<file path="src/rtl/key_encoder_83.sv">
// key_encoder_83: synchronize, debounce and priority-encode eight active-low keys into code/valid with event pulses.
module key_encoder_83 #(
  parameter int CLK_HZ      = 12000000,
  parameter int DEBOUNCE_MS = 20
) (
  input  logic       clk,
  input  logic       rst,
  input  logic [7:0] keys_n,
  output logic [7:0] keys_db,
  output logic [2:0] code,
  output logic       valid,
  output logic       strobe,
  output logic       key_release
);
  localparam int T  = CLK_HZ / 1000;
  localparam int TW = $clog2(T + 1);
  localparam int CW = $clog2(DEBOUNCE_MS) + 1;
  logic [7:0]    sync1, sync2, raw;
  logic [TW-1:0] tick_cnt;
  logic          tick;
  logic [CW-1:0] cnt [8];
  logic [2:0]    nxt_code;
  logic          nxt_valid;
  assign raw  = ~sync2;
  assign tick = tick_cnt == TW'(T - 1);
  always_ff @(posedge clk or negedge rst)
    if (!rst) begin
      sync1 <= '1;
      sync2 <= '1;
      tick_cnt <= '0;
    end else begin
      sync1 <= keys_n;
      sync2 <= sync1;
      tick_cnt <= tick ? '0 : tick_cnt + TW'(1);
    end
  // Any cycle where raw agrees with the debounced state restarts the count.
  always_ff @(posedge clk or negedge rst)
    if (!rst) begin
      keys_db <= '0;
      for (int k = 0; k < 8; k++) cnt[k] <= '0;
    end else begin
      for (int k = 0; k < 8; k++)
        if (raw[k] == keys_db[k]) cnt[k] <= '0;
        else if (tick && cnt[k] == CW'(DEBOUNCE_MS - 1)) begin
          keys_db[k] <= raw[k];
          cnt[k] <= '0;
        end else if (tick) cnt[k] <= cnt[k] + CW'(1);
    end
  always_comb begin
    nxt_code = code;
    for (int k = 0; k < 8; k++) if (keys_db[k]) nxt_code = 3'(k);
    nxt_valid = |keys_db;
  end
  always_ff @(posedge clk or negedge rst)
    if (!rst) begin
      code <= '0;
      valid <= 1'b0;
      strobe <= 1'b0;
      key_release <= 1'b0;
    end else begin
      code <= nxt_code;
      valid <= nxt_valid;
      strobe <= nxt_valid && (!valid || nxt_code != code);
      key_release <= valid && !nxt_valid;
    end
endmodule

</file>
<file path="config.mk">
export PLATFORM = sky130hd
export DESIGN_NAME = key_encoder_83
export DESIGN_NICKNAME = d
export VERILOG_FILES = /design/src/rtl/key_encoder_83.sv
export SDC_FILE = /design/constraint.sdc
export NUM_CORES = 1
export LEC_CHECK = 0
export CORE_MARGIN = 10
export CORE_UTILIZATION = 64
export CTS_CLUSTER_SIZE = 30
export DETAILED_ROUTE_END_ITERATION = 7
export PLACE_DENSITY = 0.91
export SLEW_MARGIN = 5
export SYNTH_ARGS = -nofsm -noshare
export SYNTH_HDL_FRONTEND = slang
export SYNTH_SLANG_ARGS = --single-unit
</file>
<file path="constraint.sdc">
create_clock -name clk -period 4.4 [get_ports clk]
set_input_delay 0.66 -clock clk [delete_from_list [all_inputs] [get_ports clk]]
set_output_delay 0.66 -clock clk [all_outputs]
set_load 0.01 [all_outputs]
</file>
==> flow_results.xml, run 1 <==
<?xml version="1.0" encoding="UTF-8"?>
<metrics>
  <group name="routing">
    <metric name="dr_wl_met2" unit="microns">4410</metric>
    <metric name="first_iter_violations" unit="">191</metric>
    <metric name="wl_met1" unit="microns">3680</metric>
    <metric name="drt-total-wl" unit="microns">8690</metric>
    <metric name="wire_per_inst" unit="microns">17.0</metric>
    <metric name="remaining_drc_errors" unit="">0</metric>
    <metric name="top_layer_used" unit="">met4</metric>
    <metric name="detail_route.first_pass.iterations" unit="">4</metric>
    <metric name="routed-via-count" unit="">3185</metric>
    <metric name="route.detailed.vias_per_inst" unit="">6.23</metric>
    <metric name="dr_wl_met3" unit="microns">412</metric>
    <metric name="postRouteAntennaNets" unit="">0</metric>
  </group>
  <group name="clock_network">
    <metric name="cts.repair_timing.setup_buffer_count" unit="">0</metric>
    <metric name="count_of_h_tree_levels_built_during_cts" unit="">3</metric>
    <metric name="clock-root-buffer" unit="">clkbuf_8</metric>
    <metric name="numCtsBuffers" unit="">9</metric>
    <metric name="ctsResizeCount" unit="">0</metric>
    <metric name="cts-hold-fix-buffers" unit="">0</metric>
    <metric name="clk_transition_reported_paths" unit="ns">0.09</metric>
    <metric name="clock_tree.buffer_depth" unit="">2</metric>
    <metric name="worst_skew_pair.late_latency" unit="ns">0.37</metric>
    <metric name="cts.sink_count" unit="">92</metric>
    <metric name="tritoncts" unit="">yes</metric>
  </group>
  <group name="flow_run">
    <metric name="maxCapViolCount" unit="">0</metric>
  </group>
  <group name="outcome">
    <metric name="run_status" unit="">completed</metric>
  </group>
  <group name="synth">
    <metric name="synth_area" unit="sq mm">0.00419</metric>
    <metric name="ys_warn_count" unit="">0</metric>
    <metric name="netlist_instances" unit="">408</metric>
    <metric name="postSynth.asyncResetShare" unit="">1.00</metric>
    <metric name="synth-main-ff-cell" unit="">dfrtp_1</metric>
    <metric name="synth-seq-cells" unit="">92</metric>
    <metric name="synth_nets" unit="">427</metric>
    <metric name="avgSynthCellArea" unit="sq um">10.3</metric>
    <metric name="synth_seq_area_share" unit="">0.555</metric>
    <metric name="post_synth_num_cell_types" unit="">38</metric>
    <metric name="synth_edf_count" unit="">0</metric>
  </group>
  <group name="worst_hold_path">
    <metric name="worstHoldStart" unit="">sync1[6]$_DFF_PN1_</metric>
    <metric name="worst_hold_path.endpoint" unit="">sync2[6]$_DFF_PN1_</metric>
    <metric name="min_delay_path_depth" unit="">0</metric>
    <metric name="hold_class" unit="">reg -&gt; reg</metric>
  </group>
  <group name="setup_path">
    <metric name="worst-endpoint-required" unit="ns">4.69</metric>
    <metric name="timing.setup.critical_path_class" unit="">reg -&gt; reg</metric>
    <metric name="worst-r2r-setup-slack" unit="ns">1.61</metric>
    <metric name="critical_path_sink_type" unit="">flip-flop</metric>
    <metric name="worstPathArrival" unit="ns">3.07</metric>
    <metric name="crit_reg_reg_endpoint" unit="">cnt[28]$_DFFE_PN0P_</metric>
    <metric name="critPathSlowestCell" unit="">nor4_4</metric>
    <metric name="path_max_fanout" unit="">21</metric>
    <metric name="regToRegStartpoint" unit="">tick_cnt[0]$_DFF_PN0_</metric>
    <metric name="worst-r2r-cell-count" unit="">6</metric>
    <metric name="path_cells" unit="">ha_1 -&gt; nand4_1 -&gt; nor4_4 -&gt; nand2_1 -&gt; or3_1 -&gt; a21oi_1</metric>
    <metric name="critPathLaunchType" unit="">flip-flop</metric>
    <metric name="timing.critical_path.slowest_cell_delay" unit="ns">1.11</metric>
  </group>
  <group name="sta">
    <metric name="finalWorstPathRequiredPeriod" unit="ns">2.79</metric>
    <metric name="final-max-slew-violation-count" unit="">0</metric>
    <metric name="final-setup-viol-count" unit="">0</metric>
    <metric name="clock.fmax" unit="MHz">359</metric>
    <metric name="hold_viol_final" unit="">0</metric>
    <metric name="max_slew_margin" unit="">0.176</metric>
    <metric name="rsz0062_at_grt" unit="">no</metric>
    <metric name="final.period_utilization" unit="">0.634</metric>
    <metric name="finalWorstSetupSlack" unit="ns">1.61</metric>
    <metric name="timing.setup.tns" unit="ns">0</metric>
    <metric name="finalClockSkew" unit="ns">0.00902</metric>
    <metric name="worst-slew-pin-transition" unit="ns">1.23</metric>
  </group>
  <group name="pwr">
    <metric name="power_leakage" unit="nW">2.03</metric>
    <metric name="power.total" unit="mW">1.49</metric>
    <metric name="power_per_unit_of_standard_cell_area" unit="mW/mm^2">319</metric>
    <metric name="irDropWorstVdd" unit="uV">255</metric>
  </group>
  <group name="finish">
    <metric name="final_net_count" unit="">448</metric>
    <metric name="drive_above_1_share" unit="">0.104</metric>
    <metric name="area_growth_syn_to_layout" unit="%">11.3</metric>
    <metric name="fillers" unit="">420</metric>
    <metric name="layout.cells.non_filler" unit="">511</metric>
    <metric name="antennaDiodeCount" unit="">0</metric>
  </group>
  <group name="global_routing">
    <metric name="wire_length_of_the_first_global_routing_pass" unit="microns">15000</metric>
    <metric name="grt.total_usage" unit="">0.182</metric>
    <metric name="largest_net_degree_at_the_start_of_global_routing" unit="">67</metric>
    <metric name="grt_antenna_before_repair" unit="">0</metric>
    <metric name="grt_remaining_overflow" unit="">0</metric>
    <metric name="grt_pass1_vias" unit="">3284</metric>
  </group>
  <group name="floorplan">
    <metric name="die_area" unit="sq mm">0.0102</metric>
    <metric name="initial_cell_density_of_the_core" unit="">0.659</metric>
    <metric name="placement_rows" unit="">29</metric>
    <metric name="io_pins" unit="">24</metric>
    <metric name="core_area" unit="sq mm">0.00635</metric>
    <metric name="die_y" unit="microns">101</metric>
    <metric name="dieWidth" unit="microns">101</metric>
  </group>
  <group name="placement">
    <metric name="io_buffers" unit="">23</metric>
    <metric name="gpl.final_weighted_congestion" unit="">0.850</metric>
    <metric name="place.detailed.instances" unit="">495</metric>
    <metric name="hpwlAfterDp" unit="microns">5610</metric>
    <metric name="preCtsSetupSlack" unit="ns">1.69</metric>
  </group>
</metrics>
[through the flow]
stage          utilization  area (sq um)  hold slack [ns]
2_1_floorplan            -          4190            0.345
3_3_place_gp         0.700          4450            0.345
3_5_place_dp         0.700          4450            0.347
4_1_cts              0.734          4660            0.352
5_1_grt              0.734          4660            0.353
6_report             0.734          4660            0.351
[synth_stat cells, drive strengths merged, types with 2 or more instances]
library cell,instances,area share
nand3,7,0.0084
o31ai,3,0.0054
o21ai,10,0.012
buf,10,0.015
dfstp,16,0.10
ha,9,0.027
nor4,12,0.022
and3,11,0.016
inv,4,0.0036
nand4,18,0.027
nand2,54,0.048
xnor2,2,0.0042
clkbuf,5,0.0045
a21oi,41,0.049
or3,15,0.022
nor2,39,0.035
nand2b,3,0.0045
a311oi,2,0.0042
dfrtp,76,0.45
xor2,34,0.071
nor3,9,0.018
a31oi,17,0.025
[where the power goes]
part	switching (mW)	internal (mW)	total (mW)
registers	0.00408	0.858	0.862
clock network	0.298	0.293	0.591
logic	0.0235	0.00884	0.0323
total	0.325	1.16	1.49
[layer usage]
| metal | global-route usage | vias up |
|---|---|---|
| li1 | - | 1500 |
| met1 | 0.216 | 1587 |
| met2 | 0.309 | 82 |
| met3 | 0.0377 | 16 |
| met4 | 0.0826 | 0 |
| met5 | 0 | - |
[sequential cells by signal (all words and copies together) (netlist names)]
signal and count:
keys_db 8, code 3, cnt 48, valid 1, sync1 8, key_release 1
tick_cnt 14, sync2 8, strobe 1
[worst max-delay path, delay by kind of cell (launching register included)]
family	cells	cell delay (ns)
AND/OR/NAND/NOR	4	1.92
flip-flops	1	0.39
adder cells (fa/ha/maj)	1	0.22
AO/OA/AOI/OAI	1	0.17
[layout make-up]
| type | instances | area [sq um] | area share |
|---|---|---|---|
| flip-flops and latches | 92 | 2320 | 0.498 |
| multi-input cells | 297 | 1770 | 0.380 |
| clock inverters | 5 | 60.1 | 0.0129 |
| repair buffers | 25 | 243 | 0.0521 |
| inverters | 4 | 15.0 | 0.00322 |
| well taps | 77 | 96.3 | 0.0207 |
| clock buffers | 11 | 151 | 0.0325 |
[worst max path at each step]
stage | endpoint | depth (start not counted) | from | slack (ns)
final | cnt[28]$_DFFE_PN0P_ | 6 | tick_cnt[0]$_DFF_PN0_ | 1.61
after global routing | cnt[44]$_DFFE_PN0P_ | 6 | tick_cnt[0]$_DFF_PN0_ | 1.41
after CTS | cnt[44]$_DFFE_PN0P_ | 6 | tick_cnt[0]$_DFF_PN0_ | 1.67
after detailed placement | cnt[28]$_DFFE_PN0P_ | 6 | tick_cnt[0]$_DFF_PN0_ | 1.69
after global placement | cnt[40]$_DFFE_PN0P_ | 6 | tick_cnt[0]$_DFF_PN0_ | 1.86
after floorplan | cnt[34]$_DFFE_PN0P_ | 6 | tick_cnt[5]$_DFF_PN0_ | 2.44
[logic make-up (layout without fill, tap and decap cells)]
kind of cell               after synthesis  after routing  synth area share
adders and majority gates                9              9            0.0269
DFF                                     92             92             0.555
and+or+nand+nor                        176            176             0.218
xor gates and xnor gates                36             36            0.0753
buffers and inverters                   19             45            0.0233
AOI/OAI and AO/OA                       76             76             0.102
[cell usage in the layout (no fill, tap or decap), drive strengths merged, types with 2 or more instances in the layout]
| cell type | Yosys | final |
|---|---|---|
| a21oi | 41 | 41 |
| a311oi | 2 | 2 |
| a31oi | 17 | 17 |
| and3 | 11 | 11 |
| buf | 10 | 3 |
| clkbuf | 5 | 11 |
| clkdlybuf4s50 | 0 | 22 |
| clkinvlp | 0 | 4 |
| dfrtp | 76 | 76 |
| dfstp | 16 | 16 |
| ha | 9 | 9 |
| inv | 4 | 4 |
| nand2 | 54 | 54 |
| nand2b | 3 | 3 |
| nand3 | 7 | 7 |
| nand4 | 18 | 18 |
| nor2 | 39 | 39 |
| nor3 | 9 | 9 |
| nor4 | 12 | 12 |
| o21ai | 10 | 10 |
| o31ai | 3 | 3 |
| or3 | 15 | 15 |
| xnor2 | 2 | 2 |
| xor2 | 34 | 34 |
Power figures use the tool's default switching activity.
==> run 2, diff against run 1 <==
--- a/config.mk
+++ b/config.mk
@@ -6,10 +6,10 @@
 export NUM_CORES = 1
 export LEC_CHECK = 0
 export CORE_MARGIN = 10
-export CORE_UTILIZATION = 64
+export CORE_UTILIZATION = 59
 export CTS_CLUSTER_SIZE = 30
 export DETAILED_ROUTE_END_ITERATION = 7
-export PLACE_DENSITY = 0.91
+export PLACE_DENSITY = 0.85
 export SLEW_MARGIN = 5
 export SYNTH_ARGS = -nofsm -noshare
 export SYNTH_HDL_FRONTEND = slang
==> constraint.sdc (replaced) <==
create_clock -name clk -period 2.6 [get_ports clk]
set_input_delay 0.39 -clock clk [delete_from_list [all_inputs] [get_ports clk]]
set_output_delay 0.39 -clock clk [all_outputs]
set_load 0.01 [all_outputs]
==> flow_results.xml, run 2 (synthesized netlist as in run 1, its figures left out) <==
<?xml version="1.0" encoding="UTF-8"?>
<metrics>
  <group name="finish">
    <metric name="biggestRegsByFlops" unit="">cnt (48), tick_cnt (14)</metric>
    <metric name="antennaDiodeCount" unit="">0</metric>
    <metric name="mostFrequentLayoutCell" unit="">dfrtp_1</metric>
    <metric name="most-common-layout-cells" unit="">dfrtp_1, nand2_1, a21oi_1</metric>
    <metric name="max_flop_register" unit="">cnt</metric>
    <metric name="drive_above_1_share" unit="">0.114</metric>
    <metric name="fillers" unit="">509</metric>
    <metric name="final_net_count" unit="">454</metric>
    <metric name="area_growth_syn_to_layout" unit="%">13.0</metric>
    <metric name="largest_register_ffs" unit="">48</metric>
  </group>
  <group name="setup_path">
    <metric name="regToRegStartpoint" unit="">tick_cnt[0]$_DFF_PN0_</metric>
    <metric name="critPathLaunchType" unit="">flip-flop</metric>
    <metric name="worst-endpoint-required" unit="ns">2.88</metric>
    <metric name="critPathSlowestCell" unit="">nor4_4</metric>
    <metric name="timing.critical_path.slowest_cell_delay" unit="ns">0.43</metric>
    <metric name="timing.setup.critical_path_class" unit="">reg -&gt; reg</metric>
    <metric name="worstPathArrival" unit="ns">2.52</metric>
    <metric name="critical_path_sink_type" unit="">flip-flop</metric>
    <metric name="path_cells" unit="">ha_1 -&gt; nand4_1 -&gt; nor4_4 -&gt; buf_4 -&gt; nand2_1 -&gt; or3_1 -&gt; a21oi_1</metric>
    <metric name="setup.worst_path.start" unit="">tick_cnt[0]$_DFF_PN0_</metric>
    <metric name="path_max_fanout" unit="">13</metric>
  </group>
  <group name="clock_network">
    <metric name="clock-root-buffer" unit="">clkbuf_8</metric>
    <metric name="ctsResizeCount" unit="">0</metric>
    <metric name="numCtsBuffers" unit="">9</metric>
    <metric name="clock_tree.buffer_depth" unit="">2</metric>
    <metric name="cts.repair_timing.setup_buffer_count" unit="">0</metric>
    <metric name="clk_transition_reported_paths" unit="ns">0.09</metric>
    <metric name="count_of_h_tree_levels_built_during_cts" unit="">3</metric>
    <metric name="worst_skew_pair.late_latency" unit="ns">0.37</metric>
    <metric name="cts-hold-fix-buffers" unit="">1</metric>
    <metric name="tritoncts" unit="">yes</metric>
    <metric name="cts.sink_count" unit="">92</metric>
  </group>
  <group name="routing">
    <metric name="routed-via-count" unit="">3137</metric>
    <metric name="detail_route.first_pass.iterations" unit="">5</metric>
    <metric name="postRouteAntennaNets" unit="">0</metric>
    <metric name="remaining_drc_errors" unit="">0</metric>
    <metric name="wire_per_inst" unit="microns">15.5</metric>
    <metric name="drt-total-wl" unit="microns">8320</metric>
    <metric name="route.detailed.vias_per_inst" unit="">5.85</metric>
    <metric name="first_iter_violations" unit="">137</metric>
  </group>
  <group name="worst_hold_path">
    <metric name="hold_class" unit="">reg -&gt; reg</metric>
    <metric name="worstHoldStart" unit="">sync1[6]$_DFF_PN1_</metric>
  </group>
  <group name="sta">
    <metric name="finalClockSkew" unit="ns">0.0168</metric>
    <metric name="clock.fmax" unit="MHz">448</metric>
    <metric name="final-max-slew-violation-count" unit="">0</metric>
    <metric name="max_slew_margin" unit="">0.435</metric>
    <metric name="timing.setup.tns" unit="ns">0</metric>
    <metric name="finalWorstPathRequiredPeriod" unit="ns">2.23</metric>
    <metric name="hold_viol_final" unit="">0</metric>
    <metric name="timing.hold.ws" unit="ns">0.358</metric>
    <metric name="final-setup-viol-count" unit="">0</metric>
    <metric name="rsz0062_at_grt" unit="">no</metric>
    <metric name="worst-slew-pin-transition" unit="ns">0.839</metric>
    <metric name="final.period_utilization" unit="">0.858</metric>
  </group>
  <group name="floorplan">
    <metric name="dieWidth" unit="microns">104</metric>
    <metric name="core_area" unit="sq mm">0.00683</metric>
    <metric name="die_area" unit="sq mm">0.0109</metric>
    <metric name="io_pins" unit="">24</metric>
    <metric name="die_y" unit="microns">104</metric>
    <metric name="placement_rows" unit="">30</metric>
    <metric name="initial_cell_density_of_the_core" unit="">0.613</metric>
  </group>
  <group name="pwr">
    <metric name="clockPowerShare" unit="">0.368</metric>
    <metric name="share_of_total_power_consumed_by_net_switching" unit="">0.229</metric>
    <metric name="power_per_unit_of_standard_cell_area" unit="mW/mm^2">508</metric>
    <metric name="irDropWorstVdd" unit="uV">343</metric>
    <metric name="power_leakage" unit="nW">2.07</metric>
    <metric name="share_seq_of_total_power" unit="">0.608</metric>
    <metric name="p_int" unit="mW">1.85</metric>
    <metric name="switchingPower" unit="mW">0.550</metric>
    <metric name="comb_power_share" unit="">0.024</metric>
  </group>
  <group name="placement">
    <metric name="hpwlAfterDp" unit="microns">5660</metric>
    <metric name="io_buffers" unit="">23</metric>
    <metric name="gpl.final_weighted_congestion" unit="">0.873</metric>
  </group>
  <group name="global_routing">
    <metric name="grt.total_usage" unit="">0.158</metric>
    <metric name="largest_net_degree_at_the_start_of_global_routing" unit="">62</metric>
    <metric name="grt_remaining_overflow" unit="">0</metric>
    <metric name="grt_antenna_before_repair" unit="">0</metric>
    <metric name="wire_length_of_the_first_global_routing_pass" unit="microns">14500</metric>
    <metric name="grt_pass1_vias" unit="">3138</metric>
  </group>
  <group name="flow_run">
    <metric name="maxCapViolCount" unit="">0</metric>
  </group>
  <group name="outcome">
    <metric name="run_status" unit="">completed</metric>
  </group>
</metrics>
==> run 2: power groups by stage <==
stage	logic, mW	registers, mW	clock network, mW
final	0.0578	1.46	0.884
after global routing	0.0657	1.46	0.974
after CTS	0.0598	1.46	0.907
after detailed placement	0.0590	1.49	0
after global placement	0.0581	1.49	0
after floorplan	0.0101	1.48	0
==> run 2: path summary, 6_finish.rpt <==
check / depth (start not counted) / slack [ns] / endpoint
min in group asynchronous: 2 / 0.50 / tick_cnt[13]$_DFF_PN0_
worst min-delay path: 0 / 0.36 / sync2[6]$_DFF_PN1_
worst max register to register: 7 / 0.37 / cnt[28]$_DFFE_PN0P_
max in group asynchronous: 3 / 1.43 / sync2[3]$_DFF_PN1_
worst max-delay path: 7 / 0.37 / cnt[28]$_DFFE_PN0P_
worst min register to register: 0 / 0.36 / sync2[6]$_DFF_PN1_
==> run 2: worst max-delay path, delay by kind of cell, from the launching register on <==
| kind | cells | cell delay (ns) |
|---|---|---|
| AOI/OAI and AO/OA | 1 | 0.17 |
| adders and majority gates | 1 | 0.21 |
| buffers and inverters | 1 | 0.27 |
| DFF | 1 | 0.40 |
| and+or+nand+nor | 4 | 1.09 |
==> run 2: per-layer routing <==
metal	routed length [microns]	global-route usage	vias to the layer above
met5	0	0	-
met4	189	0.0636	0
met3	392	0.0353	20
met2	4070	0.262	84
met1	3660	0.195	1534
li1	-	-	1499
==> run 2: cell type report <==
type / count / area, sq um / share of cell area
sequential: 92 / 2320 / 0.491
inverter: 4 / 15.0 / 0.00318
clock inverter: 6 / 46.3 / 0.00979
timing repair buffer: 31 / 315 / 0.0667
tap: 96 / 120 / 0.0254
clock buffer: 10 / 138 / 0.0291
multi-input combinational: 297 / 1770 / 0.375
==> run 2: stage by stage <==
stage                     utilization  cells  instance area [sq um]  total power, mW  worst slack [ns]
after global routing            0.692    536                   4730             2.50             0.241
after global placement          0.664    519                   4530             1.54             0.495
final                           0.692    536                   4730             2.40             0.369
after detailed placement        0.664    519                   4530             1.55             0.405
after CTS                       0.692    536                   4730             2.43             0.394
after floorplan                     -    408                   4190             1.49             0.636
